===== config.mk =====
export PLATFORM = sky130hd
export DESIGN_NAME = spi_slave_tester
export DESIGN_NICKNAME = d
export VERILOG_FILES = /design/src/rtl/spi_slave_tester_pkg.sv /design/src/rtl/spi_slave_tester_sat_counter.sv /design/src/rtl/spi_slave_tester.sv
export SDC_FILE = /design/constraint.sdc
export NUM_CORES = 1
export LEC_CHECK = 0
export ABC_AREA = 0
export CAP_MARGIN = 20
export CORE_ASPECT_RATIO = 1.2
export CORE_UTILIZATION = 30
export DETAILED_ROUTE_END_ITERATION = 16
export PLACE_DENSITY = 0.51
export SYNTH_ARGS = -nofsm -noshare
export SYNTH_HDL_FRONTEND = slang
export SYNTH_SLANG_ARGS = --single-unit

===== constraint.sdc =====
create_clock -name clk -period 4.2 [get_ports clk]
set_input_delay 0.63 -clock clk [delete_from_list [all_inputs] [get_ports clk]]
set_output_delay 0.63 -clock clk [all_outputs]
set_load 0.05 [all_outputs]

===== src/rtl/spi_slave_tester_pkg.sv =====
// Shared definitions for the SPI slave test-shield tester.
// Symbol-size width, FSM states, SPI mode/bit-order encodings, mask helper.
package spi_slave_tester_pkg;

    localparam int SPI_SYM_SIZE_WIDTH = 6;

    typedef enum logic {
        ST_IDLE   = 1'b0,
        ST_ACTIVE = 1'b1
    } tester_state_t;

    typedef enum logic [1:0] {
        SPI_MODE0 = 2'd0,
        SPI_MODE1 = 2'd1,
        SPI_MODE2 = 2'd2,
        SPI_MODE3 = 2'd3
    } spi_mode_t;

    typedef enum logic {
        SPI_MSB_FIRST = 1'b0,
        SPI_LSB_FIRST = 1'b1
    } spi_bit_order_t;

    // A size of 0, or one that covers the whole bus, selects every bit.
    function automatic logic sym_is_full_width(
        input logic [SPI_SYM_SIZE_WIDTH-1:0] size,
        input int                            width
    );
        return (size == '0) || (int'(size) >= width);
    endfunction

endpackage


===== src/rtl/spi_slave_tester_sat_counter.sv =====
// Saturating up-counter with synchronous reset and clear.
// Holds at all-ones instead of wrapping.
module sat_counter #(
    parameter int WIDTH = 16
) (
    input  logic             i_clk,
    input  logic             i_rst,
    input  logic             i_clear,
    input  logic             i_inc,
    output logic [WIDTH-1:0] o_count
);

    localparam logic [WIDTH-1:0] ONE = {{(WIDTH-1){1'b0}}, 1'b1};

    logic [WIDTH-1:0] r_count;

    // Count up on inc, stop at the maximum value; reset and clear win.
    always_ff @(posedge i_clk) begin
        if (i_rst) begin
            r_count <= '0;
        end else if (i_clear) begin
            r_count <= '0;
        end else if (i_inc && (r_count != '1)) begin
            r_count <= r_count + ONE;
        end
    end

    assign o_count = r_count;

endmodule


===== src/rtl/spi_slave_tester.sv =====
// Companion of spi_slave: records per-run statistics from its event
// stream and supplies the dout word (fixed or incrementing) per symbol.
import spi_slave_tester_pkg::*;

module spi_slave_tester #(
    parameter int DATA_BUS_WIDTH = 32,
    parameter int COUNT_WIDTH    = 32
) (
    input  logic                      clk,
    input  logic                      rst,
    input  logic                      enable,
    input  logic                      clear,
    input  logic [5:0]                sym_size,
    input  logic [DATA_BUS_WIDTH-1:0] tx_start_value,
    input  logic                      tx_mode,
    input  logic                      start,
    input  logic                      next,
    input  logic                      stop,
    input  logic [DATA_BUS_WIDTH-1:0] din,
    output logic [DATA_BUS_WIDTH-1:0] dout,
    output logic                      in_transfer,
    output logic [15:0]               transfer_count,
    output logic [COUNT_WIDTH-1:0]    symbol_count,
    output logic [DATA_BUS_WIDTH-1:0] checksum,
    output logic [DATA_BUS_WIDTH-1:0] last_symbol,
    output logic                      protocol_error
);

    localparam logic [DATA_BUS_WIDTH-1:0] D_ONE =
        {{(DATA_BUS_WIDTH-1){1'b0}}, 1'b1};
    localparam logic [COUNT_WIDTH-1:0] C_ONE =
        {{(COUNT_WIDTH-1){1'b0}}, 1'b1};

    tester_state_t              r_state;
    logic [DATA_BUS_WIDTH-1:0]  r_dout;
    logic [COUNT_WIDTH-1:0]     r_sym_count;
    logic [DATA_BUS_WIDTH-1:0]  r_checksum;
    logic [DATA_BUS_WIDTH-1:0]  r_last;
    logic                       r_error;

    logic [DATA_BUS_WIDTH-1:0]  w_mask;
    logic [DATA_BUS_WIDTH-1:0]  w_din_m;
    logic [DATA_BUS_WIDTH-1:0]  w_start_m;
    logic [DATA_BUS_WIDTH-1:0]  w_dout_next;
    logic                       w_tc_inc;

    // Active-symbol mask: low sym_size bits, or the whole bus.
    always_comb begin
        w_mask = '1;
        if (!sym_is_full_width(sym_size, DATA_BUS_WIDTH)) begin
            w_mask = (D_ONE << sym_size) - D_ONE;
        end
    end

    assign w_din_m     = din & w_mask;
    assign w_start_m   = tx_start_value & w_mask;
    assign w_dout_next = tx_mode ? ((r_dout + D_ONE) & w_mask)
                                 : w_start_m;

    // A stop only completes a transfer when it is not pre-empted by a
    // restart; clear and reset are resolved inside the counter.
    assign w_tc_inc = enable && (r_state == ST_ACTIVE) && !start && stop;

    sat_counter #(
        .WIDTH   (16)
    ) u_transfer_count (
        .i_clk   (clk),
        .i_rst   (rst),
        .i_clear (clear),
        .i_inc   (w_tc_inc),
        .o_count (transfer_count)
    );

    // Transfer FSM plus dout register and statistics accumulators.
    always_ff @(posedge clk) begin
        if (rst) begin
            r_state     <= ST_IDLE;
            r_dout      <= '0;
            r_sym_count <= '0;
            r_checksum  <= '0;
            r_last      <= '0;
            r_error     <= 1'b0;
        end else if (clear) begin
            r_state     <= ST_IDLE;
            r_dout      <= tx_start_value;
            r_sym_count <= '0;
            r_checksum  <= '0;
            r_last      <= '0;
            r_error     <= 1'b0;
        end else if (enable) begin
            case (r_state)
                ST_IDLE: begin
                    if (start) begin
                        r_state <= ST_ACTIVE;
                        r_dout  <= w_start_m;
                    end
                    // next/stop outside a transfer is illegal, even
                    // when it arrives together with start.
                    if (next || stop) begin
                        r_error <= 1'b1;
                    end
                end
                ST_ACTIVE: begin
                    if (start) begin
                        // Restart: flag it, reload dout, stay active.
                        r_error <= 1'b1;
                        r_dout  <= w_start_m;
                    end else begin
                        // next is applied before a same-cycle stop.
                        if (next) begin
                            r_sym_count <= r_sym_count + C_ONE;
                            r_checksum  <= r_checksum + w_din_m;
                            r_last      <= w_din_m;
                            r_dout      <= w_dout_next;
                        end
                        if (stop) begin
                            r_state <= ST_IDLE;
                        end
                    end
                end
            endcase
        end
    end

    assign dout           = r_dout;
    assign in_transfer    = (r_state == ST_ACTIVE);
    assign symbol_count   = r_sym_count;
    assign checksum       = r_checksum;
    assign last_symbol    = r_last;
    assign protocol_error = r_error;

endmodule


==> out/results.tsv, run 1 <==
stage	metric	value	unit
timing	setup_violations	0	
yosys	async_flop_share	0	%
global_routing	grt_start_max_net_pins	58	
cts	cts_root_buf	clkbuf_16	
timing	finalHoldViolCount	0	
yosys	netlist_instances	1119	
timing	worst_slack	0.336	ns
timing	relSlewSlack	34.4	%
die	fp.coreArea	28000	um^2
route	num_vias	8804	
die	die_h	187	um
yosys	synth_commonest_cells	nand2_1, dfxtp_1, nor2_1	
route	first_iter_violations	321	
critical_path	endpoint_kind	flip-flop	
global_routing	grt_usage	20.6	%
power_and_ir_drop	vdd_ir_drop_max	0.000194	V
final_layout	finalNetCount	1497	
timing	drv_slew	0	
run_status	status	finished, final reports clean	
min_path	hp-class	flip-flop to flip-flop	
yosys	syn_nets	1232	
yosys	synth_top_area_share	34.1	%
cts	cts_resized	0	
route	ant_nets	0	
power_and_ir_drop	p_total	3.50	mW
timing	whs	0.453	ns
route	drt_wl_total	29.8	mm
timing	rsz0062_at_grt	no	
timing	fin_tns_setup	0	ns
job	drv_cap	0	
placement	dp_worst_setup_slack	-0.119	ns
critical_path	worst_ep_required_time	4.50	ns
critical_path	critPathKind	primary input to flip-flop	
final_layout	drive_gt1_share	9.38	%
yosys	synthFlopType	dfxtp_1	
timing	worst_pin_slew	0.984	ns
yosys	synthTopCellsByArea	dfxtp_1, nand2_1, nor2_1, a21oi_1, ha_1	
final_layout	areaGrowthSynthToFinish	42.6	%
route	wire_per_inst	16.8	um
yosys	syn_area	8580	um^2
die	rows	67	
yosys	synth-edff-count	0	
cts	clock_sinks	146	
die	ios	224	
cts	cts_made_buffers	17	
cts	cts_tree	done	
die	die_area	29300	um^2
die	start_util	30.7	%
cts	post_cts_buffers	0	
yosys	synth.distinct_cells	68	
power_and_ir_drop	p_leak	4.55	nW
route	drc	0	
yosys	ys_seq_elements	146	
cts	htree_num_levels	4	
global_routing	grt_pass1_wl	46.6	mm
yosys	yosys.area.top_type	dfxtp_1	
critical_path	crit_arrival	4.17	ns
die	die_x	156	um
placement	portBuffers	223	
timing	period_needed	3.86	ns
cts	clk_path_buf_depth	2	
final_layout	final_cell_area	12200	um^2
power_and_ir_drop	cellPowerDensity	286	nW/um^2
final_layout	utilization	43.7	%
placement	place_inst	1744	
final_layout	fin_cells	1776	
placement	dpl.hpwl	23.0	mm
yosys	seq_area_frac_synth	34.1	%
global_routing	gr-total-overflow	0	
critical_path	start_kind	primary input	
placement	place_area	11700	um^2
timing	fmax	259	MHz
timing	finalClockSkew	0.0139	ns
final_layout	n_antenna_cell	0	
cts	cts_hold_buf	0	
yosys	avgSynthCellArea	7.67	um^2
route	dr.pass1.iters	4	
placement	gp_congestion	0.890	
yosys	yosysWarnings	0	
critical_path	cp_max_fo	6	
timing	final_min_period_over_clock_period	92.0	%
global_routing	grt_pass1_vias	8484	
route	via_per_inst	4.96	
global_routing	antenna_found_initial	0	
yosys	yosysMostFrequentCell	nand2_1	
cts	cts.clk_slew.worst_paths	0.07	ns
cts	clk_latency	0.43	ns
kinds of logic (layout without fill, tap and decap cells):
| family | count (synthesis) | count (layout) | share of synthesized area (%) |
|---|---|---|---|
| simple gates | 499 | 499 | 27.6 |
| compound gates | 272 | 272 | 20.1 |
| flops | 146 | 146 | 34.1 |
| xor+xnor | 89 | 89 | 9.08 |
| buf+inv | 73 | 351 | 3.34 |
| fa+ha+maj | 35 | 35 | 5.19 |
| mux | 5 | 5 | 0.583 |
worst paths after layout:
check                                startpoint  cells past startpoint  slack, ns               to
worst max-delay path                sym_size[2]                     16       0.34     checksum[29]
worst min-delay path            last_symbol[26]                      2       0.45  last_symbol[26]
worst max register to register      checksum[0]                     12       1.32     checksum[12]
worst min register to register  last_symbol[26]                      2       0.45  last_symbol[26]
where the power goes:
part	total (mW)	switching (mW)	internal, mW	leakage (nW)
Clock	1.51	0.676	0.832	0.271
Combinational	0.544	0.309	0.235	3.09
Sequential	1.45	0.0384	1.41	1.18
state kept, by name (all words and copies together) (netlist names):
| name | flops |
|---|---|
| dout | 32 |
| symbol_count | 32 |
| in_transfer | 1 |
| u_transfer_count.o_count | 16 |
| checksum | 32 |
| protocol_error | 1 |
| last_symbol | 32 |
per-layer routing:
metal	vias up	share of wire [%]	track usage, %
met3	39	5.5	4.87
met2	231	47	34.1
met4	0	2.2	7.13
met5	-	0	0
li1	4459	-	-
met1	4075	45	25.8
worst max-delay path: stages:
cell             delay (ns)
clkdlybuf4s50_1        0.51
nor4_1                 0.43
buf_4                  0.20
nand3b_1               0.10
nand2_1                0.16
inv_1                  0.07
ha_1                   0.29
a211oi_1               0.31
o211ai_1               0.16
nand3_1                0.18
a21oi_1                0.12
o31ai_1                0.28
a21oi_1                0.19
o211ai_1               0.22
nor3b_1                0.22
o31ai_1                0.08
layout by cell type (no fill, tap or decap), types with 25 or more instances in the layout:
cell,n
a21o_1,26
xor2_1,47
buf_4,79
a21oi_1,95
ha_1,34
dfxtp_1,146
nand3_1,45
clkdlybuf4s50_1,223
o21ai_0,60
xnor2_1,42
nor2_1,138
and3_1,25
nand2_1,165
area by class of cell:
type                            count  area, um^2
Clock buffer                       17         425
Clock inverter                     15         149
Fill cell                        2919       15800
Inverter                           17        63.8
Multi-Input combinational cell    900        5380
Sequential cell                   146        2920
Tap cell                          379         474
Timing Repair Buffer              302        2830
Note: power is estimated with default switching activity, not from simulation.
==> run 2: changes to the inputs <==
--- a/config.mk
+++ b/config.mk
@@ -8,6 +8,7 @@
 export ABC_AREA = 0
 export CAP_MARGIN = 20
 export CORE_ASPECT_RATIO = 1.2
+export CORE_MARGIN = 4
 export CORE_UTILIZATION = 30
 export DETAILED_ROUTE_END_ITERATION = 16
 export PLACE_DENSITY = 0.51
==> run 2 against run 1 <==
Setup slack worse by 0.036 ns; largest power group unchanged; combinational power barely moved; register-to-register slack is essentially flat.
==> out/results.tsv, run 2 (same netlist as run 1, synthesis figures left out) <==
stage	metric	value	unit	change
cts	cts_tree	done		unchanged
cts	clock_sinks	146		unchanged
cts	cts.clk_slew.worst_paths	0.07	ns	about the same
die	die_x	162	um	was 156 um
global_routing	antenna_found_initial	0		unchanged
critical_path	worst_ep_required_time	4.53	ns	was 4.50 ns
timing	relSlewSlack	44.0	%	was 34.4%
timing	fmax	256	MHz	was 259 MHz
power_and_ir_drop	swShare	27.0	%	was 29.2%
placement	dpl.hpwl	23.8	mm	was 23.0 mm
critical_path	endpoint_kind	flip-flop		unchanged
final_layout	finalNetCount	1489		was 1497
route	wire_per_inst	17.4	um	was 16.8 um
min_path	hp-class	flip-flop to flip-flop		unchanged
cts	cts_hold_buf	0		unchanged
critical_path	crit_arrival	4.23	ns	was 4.17 ns
power_and_ir_drop	clkPwrFrac	43.4	%	was 43.1%
die	die_h	193	um	was 187 um
route	via_per_inst	5.00		was 4.96
critical_path	critPathBufInv	3		unchanged
cts	clk_path_buf_depth	2		unchanged
cts	clk_latency	0.43	ns	about the same
power_and_ir_drop	internal_power	2.57	mW	was 2.48 mW
power_and_ir_drop	p_seq_share	41.2	%	was 41.4%
critical_path	crit_chain	clkdlybuf4s50_1, nor4_1, buf_4, nand3b_1, nand2_1, inv_1, ha_1, a211oi_1, o211ai_1, nand3_1, a21oi_1, o31ai_1, a21oi_1, o211ai_1, a21boi_0, o31ai_1		was clkdlybuf4s50_1, nor4_1, buf_4, nand3b_1, nand2_1, inv_1, ha_1, a211oi_1, o211ai_1, nand3_1, a21oi_1, o31ai_1, a21oi_1, o211ai_1, nor3b_1, o31ai_1
route	dr.pass1.iters	5		was 4
critical_path	crit_path_top_delay_cell	clkdlybuf4s50_1		unchanged
critical_path	cp_max_fo	5		was 6
die	fp.coreArea	28100	um^2	was 28000 um^2
route	num_vias	8840		was 8804
final_layout	fin_cells	1767		was 1776
placement	dp_worst_setup_slack	-0.118	ns	was -0.119 ns
critical_path	path_delay_family	compound AO/OA/AOI/OAI gates		unchanged
cts	htree_num_levels	4		unchanged
placement	place_inst	1735		was 1744
final_layout	n_antenna_cell	0		unchanged
power_and_ir_drop	comb_power_share	15.4	%	was 15.5%
timing	worst_pin_slew	0.841	ns	was 0.984 ns
placement	portBuffers	223		unchanged
critical_path	critPathLaunch	sym_size[5]		was sym_size[2]
timing	final_min_period_over_clock_period	92.9	%	was 92.0%
die	rows	67		unchanged
die	start_util	30.6	%	was 30.7%
global_routing	grt_pass1_vias	8741		was 8484
critical_path	r2r_start	checksum[0]		unchanged
final_layout	areaGrowthSynthToFinish	42.0	%	was 42.6%
power_and_ir_drop	cellPowerDensity	289	nW/um^2	was 286 nW/um^2
run_status	status	finished, final reports clean		unchanged
route	ant_nets	0		unchanged
critical_path	critPathMaxStageDelay	0.50	ns	was 0.51 ns
timing	finalHoldViolCount	0		unchanged
power_and_ir_drop	p_sw	0.951	mW	was 1.02 mW
die	die_area	31400	um^2	was 29300 um^2
power_and_ir_drop	vdd_ir_drop_max	0.000225	V	was 0.000194 V
power_and_ir_drop	p_leak	4.51	nW	was 4.55 nW
cts	cts_made_buffers	17		unchanged
cts	post_cts_buffers	0		unchanged
global_routing	grt_usage	19.3	%	was 20.6%
die	ios	224		unchanged
placement	gp_congestion	0.969		was 0.890
route	drt_wl_total	30.7	mm	was 29.8 mm
global_routing	grt_pass1_wl	48.7	mm	was 46.6 mm
final_layout	drive_gt1_share	8.57	%	was 9.38%
global_routing	gr-total-overflow	0		unchanged
timing	period_needed	3.90	ns	was 3.86 ns
critical_path	start_kind	primary input		unchanged
timing	rsz0062_at_grt	no		unchanged
timing	worst_slack	0.300	ns	was 0.336 ns
final_layout	layout_common_cells	clkdlybuf4s50_1, nand2_1, dfxtp_1		unchanged
min_path	min_from	last_symbol[23]		was last_symbol[26]
global_routing	grt_start_max_net_pins	58		unchanged
critical_path	critPathKind	primary input to flip-flop		unchanged
job	drv_cap	0		unchanged
route	first_iter_violations	490		was 321
cts	cts_root_buf	clkbuf_16		unchanged
timing	drv_slew	0		unchanged
timing	finalClockSkew	0.00978	ns	was 0.0139 ns
cts	cts_resized	0		unchanged
timing	setup_violations	0		unchanged
route	drc	0		unchanged
final_layout	layout_commonest_cell	clkdlybuf4s50_1		unchanged
[run 2: through the flow]
step / setup TNS [ns] / hold slack (ns) / instance area, um^2 / util (%) / total power, mW
floorplan: 0 / 0.671 / 8580 / - / 1.77
global placement: -0.268 / 0.443 / 11600 / 41.3 / 2.02
detailed placement: -0.240 / 0.449 / 11600 / 41.3 / 2.02
CTS: 0 / 0.457 / 12200 / 43.4 / 3.56
global route: 0 / 0.479 / 12200 / 43.4 / 3.68
finish: 0 / 0.459 / 12200 / 43.4 / 3.52
[run 2: area by class of cell]
cell class / instances / area [um^2]
Timing Repair Buffer: 294 / 2770
Sequential cell: 146 / 2920
Tap cell: 379 / 474
Inverter: 17 / 63.8
Fill cell: 2824 / 15900
Clock buffer: 20 / 437
Clock inverter: 11 / 139
Multi-Input combinational cell: 900 / 5380
[run 2: worst min-delay path, delay by kind of cell, from the launching register on]
family             cells  cell delay, ns
DFF                    1            0.31
and+or+nand+nor        1            0.05
AOI/OAI and AO/OA      1            0.05
[run 2: path summary, 6_finish.rpt]
path                            cells past startpoint              end  slack (ns)
worst min register to register                      2  last_symbol[23]        0.46
worst min-delay path                                2  last_symbol[23]        0.46
worst max-delay path                               16     checksum[29]        0.30
worst max register to register                     13     checksum[30]        1.32
[run 2: layer usage]
metal	GRT usage (%)	up-vias	share of wire [%]	wire length, um
li1	-	4439	-	-
met1	24.7	4129	45	13700
met2	32.0	242	47	14500
met3	5.04	30	6.1	1860
met4	5.55	0	1.7	527
met5	0	-	0	0
[run 2: power groups by stage]
stage / Clock [mW] / Sequential, mW / Combinational (mW)
floorplan: 0 / 1.56 / 0.213
global placement: 0 / 1.48 / 0.540
detailed placement: 0 / 1.48 / 0.539
CTS: 1.57 / 1.45 / 0.543
global route: 1.64 / 1.45 / 0.585
finish: 1.53 / 1.45 / 0.543
